File: src/rtl/rr_mux_arbiter.sv
// rr_mux_arbiter: round-robin arbiter with hold limit driving a shared 4:1 bit mux.
module rr_mux_arbiter #(
    parameter int MAX_HOLD = 4,
    parameter int CNT_W    = 3
) (
    input  logic       clk,
    input  logic       rst,
    input  logic [3:0] req,
    input  logic [3:0] in,
    output logic [1:0] sel,
    output logic [3:0] grant,
    output logic       busy,
    output logic       q
);
    typedef enum logic {IDLE, GRANT} state_t;
    state_t           state;
    logic [1:0]       last;
    logic [1:0]       nxt;
    logic [3:0]       others;
    logic [CNT_W-1:0] hold_cnt;
    logic             rotate;
    logic             release_path;
    logic             hold_full;

    // first set bit scanning last+1, last+2, last+3, last
    function automatic logic [1:0] pick(input logic [3:0] r, input logic [1:0] l);
        logic [1:0] c;
        pick = l;
        for (int k = 4; k >= 1; k--) begin
            c = l + 2'(k);
            if (r[c]) pick = c;
        end
    endfunction

    // grant is zero when idle, so others covers both the idle and the holding case
    assign others       = req & ~grant;
    assign nxt          = pick(others, last);
    assign hold_full    = hold_cnt == CNT_W'(MAX_HOLD);
    assign rotate       = (state == IDLE) ? |req : (|others && (!req[sel] || hold_full));
    assign release_path = state == GRANT && !req[sel] && !(|others);
    assign q            = busy & in[sel];

    always_ff @(posedge clk or posedge rst) begin
        if (rst) begin
            state    <= IDLE;
            sel      <= 2'b00;
            grant    <= 4'b0000;
            busy     <= 1'b0;
            hold_cnt <= '0;
            last     <= 2'd3;
        end else if (rotate) begin
            state    <= GRANT;
            sel      <= nxt;
            grant    <= 4'b0001 << nxt;
            busy     <= 1'b1;
            hold_cnt <= CNT_W'(1);
            last     <= nxt;
        end else if (release_path) begin
            state    <= IDLE;
            grant    <= 4'b0000;
            busy     <= 1'b0;
            hold_cnt <= '0;
        end else if (state == GRANT && !hold_full) begin
            hold_cnt <= hold_cnt + CNT_W'(1);
        end
    end
endmodule

File: config.mk
export PLATFORM = sky130hd
export DESIGN_NAME = rr_mux_arbiter
export DESIGN_NICKNAME = d
export VERILOG_FILES = /design/src/rtl/rr_mux_arbiter.sv
export SDC_FILE = /design/constraint.sdc
export NUM_CORES = 1
export LEC_CHECK = 0
export ABC_AREA = 1
export CORE_ASPECT_RATIO = 1.4
export CORE_UTILIZATION = 40
export CTS_CLUSTER_SIZE = 40
export DETAILED_ROUTE_END_ITERATION = 7
export PLACE_DENSITY = 0.67
export SLEW_MARGIN = 20
export SYNTH_ARGS = -nofsm -noshare
export SYNTH_HDL_FRONTEND = slang
export SYNTH_SLANG_ARGS = --single-unit
File: constraint.sdc
create_clock -name clk -period 1.4 [get_ports clk]
set_input_delay 0.28 -clock clk [delete_from_list [all_inputs] [get_ports clk]]
set_output_delay 0.28 -clock clk [all_outputs]
set_load 0.05 [all_outputs]
==> flow_metrics.py, run 1 <==
metrics = {
    "sta": {
        "fin_ws_ns": -0.276,
        "timing.final.hold_violations": 0,
        "grt_setup_unrepaired": "yes",
        "slew_violations": 0,
        "hold-worst-slack_ns": 0.313,
        "period_needed_ns": 1.68,
        "slew_headroom": 0.692,
        "timing.fmax_mhz": 597,
        "finClkSkew_ns": 0.00587,
        "max_slew.worst_pin.slew_ns": 0.462,
        "finalSetupViolCount": 12,
        "fin_crit_sh": 1.20,
    },
    "finish": {
        "drive_above_1_share": 0.597,
        "final_util": 0.757,
        "insertedDiodeCount": 0,
        "syn2layout_area_growth_pct": 80.6,
        "finalNetCount": 199,
        "fillers": 160,
    },
    "floorplanning": {
        "ios": 18,
        "num_rows": 20,
        "die_w_um": 42.1,
        "initial_core_util": 0.419,
        "die_area_sq_mm": 0.00245,
        "core_area_sq_mm": 0.00215,
        "die_y_um": 58.2,
    },
    "logic_synthesis": {
        "synthArstFlopShare": 1.00,
        "netlist_top_cells_count": "38 x nand2_1, 19 x inv_1, 10 x dfrtp_1, 10 x nor2_1, 10 x o21ai_0",
        "synth-edff-count": 0,
        "synth_seq_cells": 12,
        "synth_area_sq_um": 902,
        "ys_seq_area_frac": 0.336,
        "synth.avg_cell_area_sq_um": 6.83,
        "synth_cells": 132,
        "synth_cell_type_count": 23,
        "synth_flop_cell": "dfrtp_1",
        "synth_nets": 144,
        "yosysWarnings": 0,
        "yosys-top-cells-area": "dfrtp_1 28%, nand2_1 16%, inv_1 7.9%",
        "synth_top_cell_by_area": "dfrtp_1",
        "synth_most_common_cell": "nand2_1",
        "yosysTopAreaCellShare": 0.277,
    },
    "clock_network": {
        "cts_num_sinks": 12,
        "max-clock-path-buffers": 2,
        "cts_hold_buf": 0,
        "cts_root_buffer": "clkbuf_4",
        "insertion_delay_ns": 0.27,
        "cts_max_level": 1,
        "cts_buffers": 3,
        "cts_tree": "done",
        "path_clk_slew_ns": 0.08,
    },
    "drt": {
        "ant_nets": 0,
        "drcViolationCount": 0,
        "vias_per_cell": 5.06,
        "drt-total-wl_um": 2840,
        "vias": 1052,
        "first_pass_iters": 4,
        "drtIter0Drc": 14,
        "routedWlPerCell_um": 13.7,
    },
    "outcome": {
        "status": "complete, but fails checks",
        "failed_checks": "setup timing",
    },
    "placement": {
        "hpwl_um": 1930,
        "place_ws_ns": -0.435,
        "gp_congestion": 0.847,
        "port_buffers": 17,
    },
    "critical_path": {
        "r2r_setup_slack_ns": -0.28,
        "arrival_ns": 1.83,
        "cp-end-kind": "flop",
        "cp_max_fo": 8,
        "worstSetupStartpointType": "flop",
        "cp.required_ns": 1.56,
        "path_class": "reg -> reg",
    },
    "job": {
        "cap_violations": 0,
    },
    "grt": {
        "grt_pass1_vias": 1063,
        "overflow": 0,
        "antenna_found_initial": 0,
        "grt_max_degree": 13,
        "grtUsageTotal": 0.242,
        "grt_pass1_wl_um": 4450,
    },
    "min_path": {
        "holdCritPathClass": "in -> async",
    },
}
-- critical path, cell delays in order, from the launching register on --
cell and delay (ns):
dfstp_2 0.66, inv_6 0.07, nand2_4 0.08, nand2_4 0.07
inv_2 0.07, nand2_2 0.06, and2_4 0.18, nand2_2 0.07
nand2_2 0.05, nand2_2 0.09, nor2_4 0.05, inv_2 0.07
o21ai_2 0.05
-- stage by stage --
stage	instances	area, sq um	setup TNS [ns]
finish	208	1630	-2.16
floorplan	132	930	-0.892
CTS	206	1510	-1.70
detailed placement	194	1380	-4.79
global placement	194	1380	-4.66
global route	208	1630	-3.15
-- cells by family (layout without fill, tap and decap cells) --
family / after synthesis / after routing / share of synthesized area
and+or+nand+nor: 74 / 74 / 0.384
buffers and inverters: 23 / 77 / 0.110
AOI/OAI and AO/OA: 21 / 21 / 0.143
DFF: 12 / 12 / 0.336
adders and majority gates: 2 / 2 / 0.0277
-- layout make-up --
class | count | area, sq um | area share
Inverter | 22 | 87.6 | 0.0538
Sequential cell | 12 | 312 | 0.191
Clock buffer | 4 | 26.3 | 0.0161
Multi-Input combinational cell | 97 | 644 | 0.396
Tap cell | 22 | 27.5 | 0.0169
Timing Repair Buffer | 51 | 532 | 0.326
-- worst paths after layout --
check,start,end,cells past startpoint
max,last[0],sel[0],12
min reg2reg,hold_cnt[2],hold_cnt[2],2
min,rst,grant[0],2
max in group asynchronous,rst,last[1],2
min in group clk,hold_cnt[2],hold_cnt[2],2
max reg2reg,last[0],sel[0],12
-- per-layer routing --
metal | global-route usage | part of all wire | vias to the layer above
li1 | - | - | 529
met1 | 0.265 | 0.38 | 500
met2 | 0.453 | 0.58 | 15
met5 | 0 | 0 | -
met4 | 0.138 | 0.022 | 0
met3 | 0.0156 | 0.017 | 8
-- sequential cells by signal, indices dropped and copies added (netlist names) --
register / count
sel: 2
grant: 4
hold_cnt: 3
busy: 1
last: 2
-- what timing repair did --
item                                    in CTS  in global routing
endpoints found under the setup margin      12                 14
pin swaps                                    8                 10
gates resized for setup                     27                 31
buffers inserted                             8                  3
-- layout by cell type (no fill, tap or decap), drive strengths merged --
cell type,instances
o211ai,1
dfstp,2
clkdlybuf4s50,3
ha,2
inv,22
nor3,2
a21oi,8
nand4,3
clkbuf,4
dlymetal6s2s,1
and2,1
buf,42
o21ai,12
dlygate4sd2,5
nand3,9
dfrtp,10
nand2,46
nor2,12
or2,1
Power of run 1 is not shown: default switching activity piles up to over one toggle a cycle in this logic, so the estimate is an artifact.
==> inputs of run 2 (changes only) <==
CTS_BUF_LIST = sky130_fd_sc_hd__clkbuf_8   (was not set)
CTS_CLUSTER_SIZE = not set   (was 40)
==> run 2 against run 1 <==
The run still ends with setup timing left. Utilization rose by 5.2 points. Maximum frequency rose by 0.64%. Setup slack improved by 0.011 ns. Clock-buffer cell count fell by 1. Final cell count rose by 2.9%. Largest cell class unchanged.
==> flow_metrics.py, run 2 (synthesized netlist as in run 1, its figures left out) <==
metrics = {
    "floorplanning": {
        "die_y_um": 58.2,
        "num_rows": 20,
        "ios": 18,
        "die_area_sq_mm": 0.00245,
        "die_w_um": 42.1,
        "core_area_sq_mm": 0.00215,
        "initial_core_util": 0.419,
    },
    "clock_network": {
        "insertion_delay_ns": 0.24,
        "cts_num_sinks": 12,
        "cts_max_level": 1,
        "cts_tree": "done",
        "max-clock-path-buffers": 2,
        "cts_buffers": 3,
        "cts_hold_buf": 0,
        "cts_root_buffer": "clkbuf_8",
        "path_clk_slew_ns": 0.05,
    },
    "placement": {
        "dpl.cell_count": 194,
        "hpwl_um": 1930,
        "place_ws_ns": -0.435,
        "place_area_sq_mm": 0.00138,
        "gp_congestion": 0.847,
        "port_buffers": 17,
    },
    "drt": {
        "top_layer": "met4",
        "ant_nets": 0,
        "drcViolationCount": 0,
        "drtIter0Drc": 28,
        "vias": 1082,
        "m1WireLength_um": 1120,
        "drt-total-wl_um": 3010,
        "dr_wl_met2_um": 1760,
        "vias_per_cell": 5.06,
        "first_pass_iters": 4,
        "met3_length_um": 65,
        "routedWlPerCell_um": 14.1,
    },
    "job": {
        "cap_violations": 0,
    },
    "finish": {
        "finalNetCount": 205,
        "final_util": 0.809,
        "largest_reg_flops": 4,
        "mostFrequentLayoutCell": "buf_4",
        "finalInstanceArea_sq_mm": 0.00174,
        "insertedDiodeCount": 0,
        "syn2layout_area_growth_pct": 92.9,
        "drive_above_1_share": 0.641,
        "layout_common_cells": "33 x buf_4, 25 x nand2_1, 15 x nand2_2",
        "instances_no_fill": 214,
        "top_regs": "grant x4, hold_cnt x3",
        "largest-register": "grant",
    },
    "min_path": {
        "holdCritPathClass": "in -> async",
    },
    "critical_path": {
        "cp_max_fo": 6,
        "worstSetupStartpointType": "flop",
        "cp.required_ns": 1.52,
        "path_class": "reg -> reg",
        "arrival_ns": 1.79,
        "cp-end-kind": "flop",
    },
    "outcome": {
        "failed_checks": "setup timing",
        "status": "complete, but fails checks",
    },
    "sta": {
        "max_slew.worst_pin.slew_ns": 0.461,
        "period_needed_ns": 1.67,
        "slew_headroom": 0.692,
        "timing.final.hold_violations": 0,
        "grt_setup_unrepaired": "yes",
        "fin_crit_sh": 1.19,
        "timing.fmax_mhz": 601,
        "finClkSkew_ns": 0.00637,
        "slew_violations": 0,
        "fin_ws_ns": -0.265,
        "finalSetupViolCount": 13,
    },
    "grt": {
        "antenna_found_initial": 0,
        "grt_pass1_vias": 1073,
        "overflow": 0,
        "grt_pass1_wl_um": 4560,
        "grtUsageTotal": 0.247,
        "grt_max_degree": 13,
    },
}
## run 2: cell count changes in the layout (fill, tap and decap cells not counted), sizes merged
| cell | previous run | this run |
|---|---|---|
| dlygate4sd2 | 5 | 6 |
| clkinv | 0 | 1 |
| dlymetal6s2s | 1 | 0 |
| buf | 42 | 48 |
| clkbuf | 4 | 3 |
## run 2: final cells by class
type                            instances  area, sq um
Clock inverter                          1         3.75
Sequential cell                        12          312
Clock buffer                            3         41.3
Tap cell                               22         27.5
Fill cell                             129          412
Inverter                               22         87.6
Timing Repair Buffer                   57          569
Multi-Input combinational cell         97          699
## run 2: timing repair
item | 4_1_cts | 5_1_grt
endpoints found under the hold margin | 0 | 0
resized for setup | 36 | 33
gates cloned | 0 | 0
pin swaps | 10 | 20
buffers inserted | 11 | 5
endpoints found under the setup margin | 12 | 13
## run 2: per-stage QoR
stage | hold WS, ns | TNS [ns]
final | 0.366 | -2.74
after global routing | 0.419 | -3.66
after CTS | 0.366 | -1.79
after detailed placement | 0.565 | -4.79
after global placement | 0.544 | -4.66
after floorplan | 0.143 | -0.892
## run 2: routing by layer
layer / vias up / GRT usage
li1: 537 / -
met1: 514 / 0.277
met2: 22 / 0.462
met3: 9 / 0.0218
met4: 0 / 0.121
met5: - / 0
## run 2: worst max-delay path: stages (launching register included)
cell	delay, ns
dfstp_2	0.62
clkinv_4	0.11
nand2_4	0.08
nand2_4	0.07
inv_2	0.07
nand2_2	0.06
and2_4	0.16
nand2_2	0.08
nand2_4	0.06
nand2_4	0.08
nor2_4	0.04
inv_2	0.06
o21ai_2	0.05
## run 2: final timing paths
check                            start           to  slack (ns)  depth (start not counted)
max in group asynchronous          rst       sel[0]        0.68                          2
min reg2reg                hold_cnt[2]  hold_cnt[2]        0.57                          2
min                                rst  hold_cnt[2]        0.37                          2
min in group clk           hold_cnt[2]  hold_cnt[2]        0.57                          2
max reg2reg                    last[0]       sel[0]       -0.27                         12
max                            last[0]       sel[0]       -0.27                         12
Power of run 2 is left out for the same reason.
